### src/rtl/mac_dataflow_pkg.sv
// Shared types for the multiply / dot-product stream engine: job FSM states and the
// per-job configuration snapshot taken when a dot-product job starts.
package mac_dataflow_pkg;

    localparam int MAC_DATA_W  = 32;
    localparam int MAC_CNT_LEN = 4096;
    localparam int MAC_SH_W    = $clog2(2 * MAC_DATA_W);
    localparam int MAC_LEN_W   = $clog2(MAC_CNT_LEN) + 1;

    typedef enum logic [1:0] {
        IDLE  = 2'd0,
        ACCUM = 2'd1,
        DRAIN = 2'd2,
        OUT   = 2'd3
    } mac_state_t;

    typedef struct packed {
        logic                 simple_mul;
        logic [MAC_SH_W-1:0]  shift;
        logic [MAC_LEN_W-1:0] len;
        logic                 round;
        logic                 sat;
    } mac_ctrl_t;

endpackage

### src/rtl/mac_dataflow_requant.sv
// Combinational requantiser: optional round-to-nearest, arithmetic right shift, then either
// saturation to the signed DATA_W range or plain truncation to the low DATA_W bits.
module mac_dataflow_requant #(
    parameter int IN_W   = 77,
    parameter int DATA_W = 32,
    parameter int SH_W   = 6
) (
    input  logic signed [IN_W-1:0]   v_i,
    input  logic        [SH_W-1:0]   shift_i,
    input  logic                     round_i,
    input  logic                     sat_i,
    output logic        [DATA_W-1:0] d_o,
    output logic                     clip_o
);
    // One guard bit so the rounding increment can never wrap the input.
    localparam int XW = IN_W + 1;
    localparam logic signed [XW-1:0] MAX_C = {{(XW-DATA_W+1){1'b0}}, {(DATA_W-1){1'b1}}};
    localparam logic signed [XW-1:0] MIN_C = {{(XW-DATA_W+1){1'b1}}, {(DATA_W-1){1'b0}}};

    logic signed [XW-1:0] rnd_s;
    logic signed [XW-1:0] x_s;
    logic signed [XW-1:0] y_s;

    // Round, shift and clip.
    always_comb begin
        rnd_s = '0;
        if (round_i && (shift_i != '0)) begin
            rnd_s = {{(XW-1){1'b0}}, 1'b1} << (shift_i - {{(SH_W-1){1'b0}}, 1'b1});
        end else begin
            rnd_s = '0;
        end
        x_s = XW'(v_i) + rnd_s;
        y_s = x_s >>> shift_i;
        if (sat_i && (y_s > MAX_C)) begin
            d_o    = {1'b0, {(DATA_W-1){1'b1}}};
            clip_o = 1'b1;
        end else if (sat_i && (y_s < MIN_C)) begin
            d_o    = {1'b1, {(DATA_W-1){1'b0}}};
            clip_o = 1'b1;
        end else begin
            d_o    = y_s[DATA_W-1:0];
            clip_o = 1'b0;
        end
    end

endmodule

### src/rtl/mac_dataflow.sv
// Multiply / dot-product stream engine: joined a/b operands, optional c bias, one requantised
// d result per simple pair or per dot-product job.
module mac_dataflow
    import mac_dataflow_pkg::*;
#(
    parameter int DATA_W  = MAC_DATA_W,
    parameter int MAX_LEN = MAC_CNT_LEN
) (
    input  logic                           ap_clk,
    input  logic                           ap_rst,
    input  logic                           a_TVALID,
    output logic                           a_TREADY,
    input  logic [DATA_W-1:0]              a_TDATA,
    input  logic                           b_TVALID,
    output logic                           b_TREADY,
    input  logic [DATA_W-1:0]              b_TDATA,
    input  logic                           c_TVALID,
    output logic                           c_TREADY,
    input  logic [DATA_W-1:0]              c_TDATA,
    output logic                           d_TVALID,
    input  logic                           d_TREADY,
    output logic [DATA_W-1:0]              d_TDATA,
    input  logic                           reg_simple_mul,
    input  logic [$clog2(2*DATA_W)-1:0]    reg_shift,
    input  logic [$clog2(MAX_LEN):0]       reg_len,
    input  logic                           reg_round,
    input  logic                           reg_sat,
    output logic                           busy_o,
    output logic                           sat_o
);
    localparam int PROD_W = 2 * DATA_W;
    localparam int ACC_W  = PROD_W + $clog2(MAX_LEN) + 1;
    localparam int SH_W   = $clog2(PROD_W);
    localparam int LEN_W  = $clog2(MAX_LEN) + 1;

    mac_state_t               state_q, state_d;
    mac_ctrl_t                ctrl_q, ctrl_d;
    logic signed [ACC_W-1:0]  acc_q, acc_d;
    logic [LEN_W-1:0]         cnt_q, cnt_d;
    logic signed [PROD_W-1:0] r_mult_q, r_mult_d;
    logic                     r_mult_valid_q, r_mult_valid_d;

    logic                     idle_s, accept_s, pair_hs_s, c_hs_s, d_valid_s, d_hs_s;
    logic [LEN_W-1:0]         len_clamp_s, job_len_s;
    logic [SH_W-1:0]          cur_shift_s;
    logic                     cur_round_s, cur_sat_s, rq_clip_s;
    logic signed [ACC_W-1:0]  rq_in_s;
    logic [DATA_W-1:0]        rq_d_s;

    // Handshake, output and requantiser-input decode.
    always_comb begin
        idle_s = (state_q == IDLE);
        case (state_q)
            IDLE:    accept_s = reg_simple_mul & (d_TREADY | ~r_mult_valid_q);
            ACCUM:   accept_s = 1'b1;
            default: accept_s = 1'b0;
        endcase
        accept_s    = accept_s & ~ap_rst;
        a_TREADY    = b_TVALID & accept_s;
        b_TREADY    = a_TVALID & accept_s;
        pair_hs_s   = a_TVALID & b_TVALID & accept_s;
        c_TREADY    = ~ap_rst & idle_s & ~reg_simple_mul & ~r_mult_valid_q;
        c_hs_s      = c_TVALID & c_TREADY;
        d_valid_s   = (idle_s & r_mult_valid_q) | (state_q == OUT);
        d_hs_s      = d_valid_s & d_TREADY;
        len_clamp_s = (reg_len > LEN_W'(MAX_LEN)) ? LEN_W'(MAX_LEN) : reg_len;
        job_len_s   = LEN_W'(ctrl_q.len);
        // Simple mode follows the live registers; a running job uses its snapshot.
        if (idle_s) begin
            cur_shift_s = reg_shift;
            cur_round_s = reg_round;
            cur_sat_s   = reg_sat;
        end else begin
            cur_shift_s = SH_W'(ctrl_q.shift);
            cur_round_s = ctrl_q.round;
            cur_sat_s   = ctrl_q.sat;
        end
        rq_in_s  = (state_q == OUT) ? acc_q : ACC_W'(r_mult_q);
        busy_o   = ~idle_s;
        d_TVALID = d_valid_s;
        d_TDATA  = d_valid_s ? rq_d_s : '0;
        sat_o    = d_valid_s & rq_clip_s;
    end

    mac_dataflow_requant #(
        .IN_W   (ACC_W),
        .DATA_W (DATA_W),
        .SH_W   (SH_W)
    ) u_requant (
        .v_i     (rq_in_s),
        .shift_i (cur_shift_s),
        .round_i (cur_round_s),
        .sat_i   (cur_sat_s),
        .d_o     (rq_d_s),
        .clip_o  (rq_clip_s)
    );

    // Next-state logic for the product register and the job FSM.
    always_comb begin
        state_d  = state_q;
        ctrl_d   = ctrl_q;
        acc_d    = acc_q;
        cnt_d    = cnt_q;
        r_mult_d = r_mult_q;
        if (pair_hs_s) begin
            r_mult_d       = PROD_W'($signed(a_TDATA)) * PROD_W'($signed(b_TDATA));
            r_mult_valid_d = 1'b1;
        end else if (idle_s) begin
            r_mult_valid_d = r_mult_valid_q & ~d_TREADY;
        end else begin
            r_mult_valid_d = 1'b0;
        end
        case (state_q)
            IDLE: begin
                if (c_hs_s) begin
                    ctrl_d.simple_mul = reg_simple_mul;
                    ctrl_d.shift      = MAC_SH_W'(reg_shift);
                    ctrl_d.len        = MAC_LEN_W'(len_clamp_s);
                    ctrl_d.round      = reg_round;
                    ctrl_d.sat        = reg_sat;
                    acc_d             = ACC_W'($signed(c_TDATA)) <<< reg_shift;
                    cnt_d             = '0;
                    state_d           = (len_clamp_s != '0) ? ACCUM : OUT;
                end else begin
                    state_d = IDLE;
                end
            end
            ACCUM: begin
                if (r_mult_valid_q) begin
                    acc_d = acc_q + ACC_W'(r_mult_q);
                end else begin
                    acc_d = acc_q;
                end
                if (pair_hs_s) begin
                    cnt_d   = cnt_q + LEN_W'(1);
                    state_d = (cnt_q == job_len_s - LEN_W'(1)) ? DRAIN : ACCUM;
                end else begin
                    state_d = ACCUM;
                end
            end
            DRAIN: begin
                if (r_mult_valid_q) begin
                    acc_d = acc_q + ACC_W'(r_mult_q);
                end else begin
                    acc_d = acc_q;
                end
                state_d = OUT;
            end
            OUT: begin
                if (d_hs_s) begin
                    acc_d   = '0;
                    state_d = IDLE;
                end else begin
                    state_d = OUT;
                end
            end
            default: state_d = IDLE;
        endcase
    end

    // State registers with synchronous reset.
    always_ff @(posedge ap_clk) begin
        if (ap_rst) begin
            state_q        <= IDLE;
            ctrl_q         <= '0;
            acc_q          <= '0;
            cnt_q          <= '0;
            r_mult_q       <= '0;
            r_mult_valid_q <= 1'b0;
        end else begin
            state_q        <= state_d;
            ctrl_q         <= ctrl_d;
            acc_q          <= acc_d;
            cnt_q          <= cnt_d;
            r_mult_q       <= r_mult_d;
            r_mult_valid_q <= r_mult_valid_d;
        end
    end

endmodule

### config.mk
export PLATFORM = sky130hd
export DESIGN_NAME = mac_dataflow
export DESIGN_NICKNAME = d
export VERILOG_FILES = /design/src/rtl/mac_dataflow_pkg.sv /design/src/rtl/mac_dataflow_requant.sv /design/src/rtl/mac_dataflow.sv
export SDC_FILE = /design/constraint.sdc
export NUM_CORES = 2
export LEC_CHECK = 0
export CAP_MARGIN = 10
export CORE_MARGIN = 2
export CORE_UTILIZATION = 55
export DETAILED_ROUTE_END_ITERATION = 7
export PLACE_DENSITY = 0.72
export SETUP_SLACK_MARGIN = 0.1
export SYNTH_ARGS = -nofsm -noshare
export SYNTH_HDL_FRONTEND = slang
export SYNTH_SLANG_ARGS = --single-unit
### constraint.sdc
create_clock -name ap_clk -period 29.3 [get_ports ap_clk]
set_input_delay 4.395 -clock ap_clk [delete_from_list [all_inputs] [get_ports ap_clk]]
set_output_delay 4.395 -clock ap_clk [all_outputs]
set_load 0.02 [all_outputs]
# Word level (Yosys, flattened, before mapping)
# Cells that the tools add are included.
[word_totals]
register_bits = 178
input_bits = 124
out_inout_bits = 38
[classes]
n_addsub = 5
multipliers = 1
order_cmp = 3
n_eq_ne = 8
n_shift = 3
n_mux = 27
bitwise_logic = 21
reduce_logical = 11
[ops]
columns = ["operator", "count"]
rows = [
  ["$mux 77", 4],
  ["$pmux 77 s3", 1],
  ["$mux 32", 3],
  ["$add 77x78->78", 1],
  ["$gt 78x32->1 const B", 1],
  ["$lt 78x32->1 const B", 1],
  ["$mux 78", 1],
  ["$shl 1x6->78 const A", 1],
  ["$sshr 78x6->78", 1],
  ["$add 77x64->77", 1],
  ["$sshl 32x6->77", 1],
  ["$mul 32x32->64", 1],
  ["$mux 13", 3],
  ["$pmux 13 s2", 1],
  ["$and 1x1->1", 14],
  ["$add 13x1->13 const B", 1],
  ["$eq 13x13->1", 1],
  ["$gt 13x13->1 const B", 1],
  ["$reduce_bool 13->1", 1],
  ["$sub 13x1->13 const B", 1],
  ["$mux 2", 5],
  ["$pmux 2 s4", 1],
  ["$mux 1", 6],
  ["$mux 6", 1],
  ["other kinds (15)", 26],
]

# Depth between registers and ports, before layout
[depth]
word_depth = 12
depth_mapped = 35
ltp_nobuf = 33

# Hierarchy
# A second synthesis with hierarchy kept.
[unflattened]
hier_cells = 8341
hier_area_um2 = 66181.0
[modules_own_cells]
columns = ["module", "n_inst", "cells_each", "area_each_um2"]
rows = [
  ["mac_dataflow", 1, 5963, 51493.1],
  ["mac_dataflow_requant", 1, 2378, 14687.8],
]

# Worst setup path after synthesis
# No wires, ideal clock.
[synth_timing]
path_type = "input-to-output"
start = "in reg_shift[2]"
end = "out d_TDATA[17]"
arrival_ns = 12.072
required_time_ns = 24.905
path_slack_ns = 12.833
path_stages = 31
n_path_buf = 9
cell_sequence = "clkbuf_1 mux2i_1 clkbuf_1 clkbuf_1 buf_1 clkbuf_1 clkbuf_1 nor2_1 nand2_1 clkbuf_1 nor2_1 ha_1 buf_2 nand2_1 nor2_1 a211oi_2 o22ai_1 or4_1 or3_1 nand4_1 o211a_1 o22ai_1 mux2_2 mux4_2 a2111oi_2 nand4_1 nor3_1 o2111ai_1 and2_4 buf_6 o41ai_1"
[synth_between]
elab_chain_cells = 11
[synth_rtl]
columns = ["element", "line_no", "rtl"]
rows = [
  ["start: declaration", "mac_dataflow.sv:24", "input logic [$clog2(2*DATA_W)-1:0] reg_shift,"],
  ["$mux 6 *", "mac_dataflow.sv:69", "if (idle_s) begin"],
  ["$sub 6x1->6 / $reduce_bool 6->1 (equally long branches)", "mac_dataflow_requant.sv:28, mac_dataflow_requant.sv:27", ""],
  ["$shl 1x6->78 / $logic_and 1x1->1 (equally long branches)", "mac_dataflow_requant.sv:28, mac_dataflow_requant.sv:27", ""],
  ["$mux 78", "mac_dataflow_requant.sv:27", "if (round_i && (shift_i != '0)) begin"],
  ["$add 77x78->78", "mac_dataflow_requant.sv:32", "x_s = XW'(v_i) + rnd_s;"],
  ["$sshr 78x6->78 *", "mac_dataflow_requant.sv:33", "y_s = x_s >>> shift_i;"],
  ["$lt 78x32->1", "mac_dataflow_requant.sv:37", "end else if (sat_i && (y_s < MIN_C)) begin"],
  ["$logic_and 1x1->1", "mac_dataflow_requant.sv:37", ""],
  ["$mux 32", "mac_dataflow_requant.sv:37", ""],
  ["$mux 32 *", "mac_dataflow_requant.sv:34", "if (sat_i && (y_s > MAX_C)) begin"],
  ["$mux 32 *", "mac_dataflow.sv:81", "d_TDATA = d_valid_s ? rq_d_s : '0;"],
  ["end: declaration", "mac_dataflow.sv:22", "output logic [DATA_W-1:0] d_TDATA,"],
]
# Every way passes the cells marked *; elsewhere a longest branch is shown, timed or not.

# Worst setup path in the final report
[layout_timing]
start = "in reg_shift[4]"
end = "out d_TDATA[14]"
# The elaborated chain is that of the path after synthesis.

==> results.ini <==
[cts]
cts_resized = 0
cts_buffers = 17
cts_hold_buffers = 0
cts_tree = done
ctsLongestPathBuffers = 2
root_buffer = clkbuf_16
clkLatencyLatePin_ns = 0.50
clock-sinks = 178
cts.clk_slew.worst_paths_ns = 0.07
htree_levels = 4
post_cts_buffers = 0

[cells_and_area]
multi_input_area_mm2 = 0.05337
area_growth_pct = 4.968
drive_gt1_share_pct = 4.744
regArea_mm2 = 0.003563
n_fill_cell = 10632
post-route-util_pct = 58.12
final_nets = 9325

[status]
status = complete, no violations

[synth]
synth_nets = 9524
synth_cells = 7986
synth_edf_count = 0
yosysTopAreaCell = fa_1
yosysSeqAreaShare_pct = 5.644
syn_area_per_cell_um2 = 7.907
yosysMostFrequentCell = nand2_1
synthArstFlopShare_pct = 0
synth-seq-cells = 178
ys.flop_type = dfxtp_1
yosys_warnings = 0
synth_top_area_share_pct = 34.37
synthDistinctLibCells = 108
synthTopCellsByArea = fa_1, nand2_1, inv_1, ha_1, dfxtp_1
ys_top_cells_by_count = nand2_1, inv_1, fa_1
syn_area_mm2 = 0.06314

[routing]
routed_wl_um = 226000
drcViolationCount = 0
wl_met2_um = 101100
drtAntennaViolNets = 0
via_count = 58342
drt_iter0_drc = 5459
drtPass1Iterations = 6
top_layer = met5
wl_met3_um = 20460
wl_per_cell_um = 24.27
m1WireLength_um = 92090
viasPerCell = 6.264

[worst_setup_path]
arrival_ns = 15.10
cp-startpoint = reg_shift[4]
start_kind = primary input
r2r-start = acc_q[1]$_SDFFE_PP0P_
cp.required_ns = 24.90
crit_fanout = 42
worstSetupPathType = primary input to output port
slowest_delay_ns = 1.01
cp_slowest_cell = o32ai_1
crit_top_cell = buf_4
endpoint_kind = output port

[global_routing]
grt_pass1_wl_um = 348600
grt_antenna_before_repair = 7
grt_max_degree = 85
grt.total_usage_pct = 38.60
grt_overflow = 0
grt_pass1_vias = 59023

[placement]
place_congestion = 1.063
portBuffers = 161
dp_hpwl_um = 179500

[die]
die-area_mm2 = 0.1175
core_area_mm2 = 0.1140
die_height_um = 342.8
start_util_pct = 55.37
die_x_um = 342.8
rows = 124
ios = 162

[sta]
setup_tns_ns = 0
fin_crit_sh_pct = 66.55
worst_pin_slew_ns = 1.392
final_max_slew_viol_count = 0
fmax_mhz = 51.29
timing.hold.ws_ns = 0.4687
finalSetupViolations = 0
fin_crit_ns = 19.50
clock_skew_ns = 0.01687
max-slew-margin-rel_pct = 6.870
rsz0062_at_grt = no
timing_hold_violations_final = 0

[run]
drv_cap = 0

[worst_hold_path]
hold_path.class = flip-flop to flip-flop
min-delay-start = r_mult_q[8]$_SDFFE_PP0P_

==> layer usage <==
layer	global-route usage [%]	vias up
li1	-	25811
met1	52.01	29011
met2	60.64	2910
met3	6.837	598
met4	17.93	12
met5	0	-
==> layout make-up <==
class	instances	share of cell area, %
sequential	178	5.376
inverter	1181	6.688
tap	1512	2.854
multi-input combinational	6134	80.52
antenna	2	0.007551
clock inverter	15	0.2567
timing repair buffer	275	3.651
clock buffer	17	0.6418
==> registers in the layout, summed over array words and instances (netlist names) <==
name            flops
r_mult_valid_q      1
ctrl_q              8
r_mult_q           64
cnt_q              13
state_q             2
job_len_s          13
acc_q              77
==> final timing paths <==
path / endpoint / slack, ns / cells after the start
worst max-delay path: d_TDATA[14] / 9.80 / 31
worst min-delay path: r_mult_q[8]$_SDFFE_PP0P_ / 0.47 / 2
worst max register to register: acc_q[75]$_SDFFE_PP0P_ / 23.70 / 18
worst min register to register: r_mult_q[8]$_SDFFE_PP0P_ / 0.47 / 2
==> through the flow <==
step | setup slack, ns | instance area, µm² | instances
global route | 9.313 | 66270 | 9312
detailed placement | 10.30 | 65680 | 9280
global placement | 10.39 | 65680 | 9280
CTS | 10.29 | 66270 | 9312
finish | 9.802 | 66280 | 9314
floorplan | 12.83 | 63140 | 7986
==> placed cells by master (no fill, tap or decap), types with 34 or more instances in the layout <==
cell,Yosys,final
fa_1,1084,1084
buf_4,4,115
nand2_1,1298,1297
a21oi_1,433,431
xnor2_1,126,126
and3_1,47,46
dfxtp_1,178,178
nor3_1,129,129
mux2i_1,148,143
a21o_1,121,121
o211ai_1,60,60
nor4_1,34,34
nand3_1,119,119
xor2_1,73,73
nor2_1,456,454
o21ai_0,327,327
o31ai_1,46,46
a211oi_1,81,81
clkdlybuf4s50_1,0,151
nand4_1,79,79
and2_1,281,281
mux2_2,106,106
ha_1,330,328
nand2b_1,62,62
a221oi_1,41,40
a31oi_1,48,48
o21a_1,48,48
inv_1,1178,1178
==> critical path, delay by kind of cell <==
kind / cells / cell delay [ns]
AOI/OAI and AO/OA: 12 / 5.35
xor gates and xnor gates: 2 / 0.50
adders and majority gates: 2 / 0.61
buffers and inverters: 6 / 2.24
muxes: 1 / 0.24
and+or+nand+nor: 8 / 1.71
==> kinds of logic after synthesis <==
| kind of cell | after synthesis | synth area share, % |
|---|---|---|
| AO/OA/AOI/OAI | 1609 | 16.84 |
| XOR/XNOR | 199 | 2.760 |
| adder cells (fa/ha/maj) | 1414 | 40.91 |
| buffers and inverters | 1674 | 10.04 |
| flip-flops | 178 | 5.644 |
| multiplexers | 273 | 4.914 |
| other | 1 | 0.005939 |
| AND/OR/NAND/NOR | 2638 | 18.89 |
Power is not shown: default switching activity piles up to over one toggle a cycle in this logic, so the estimate is an artifact.
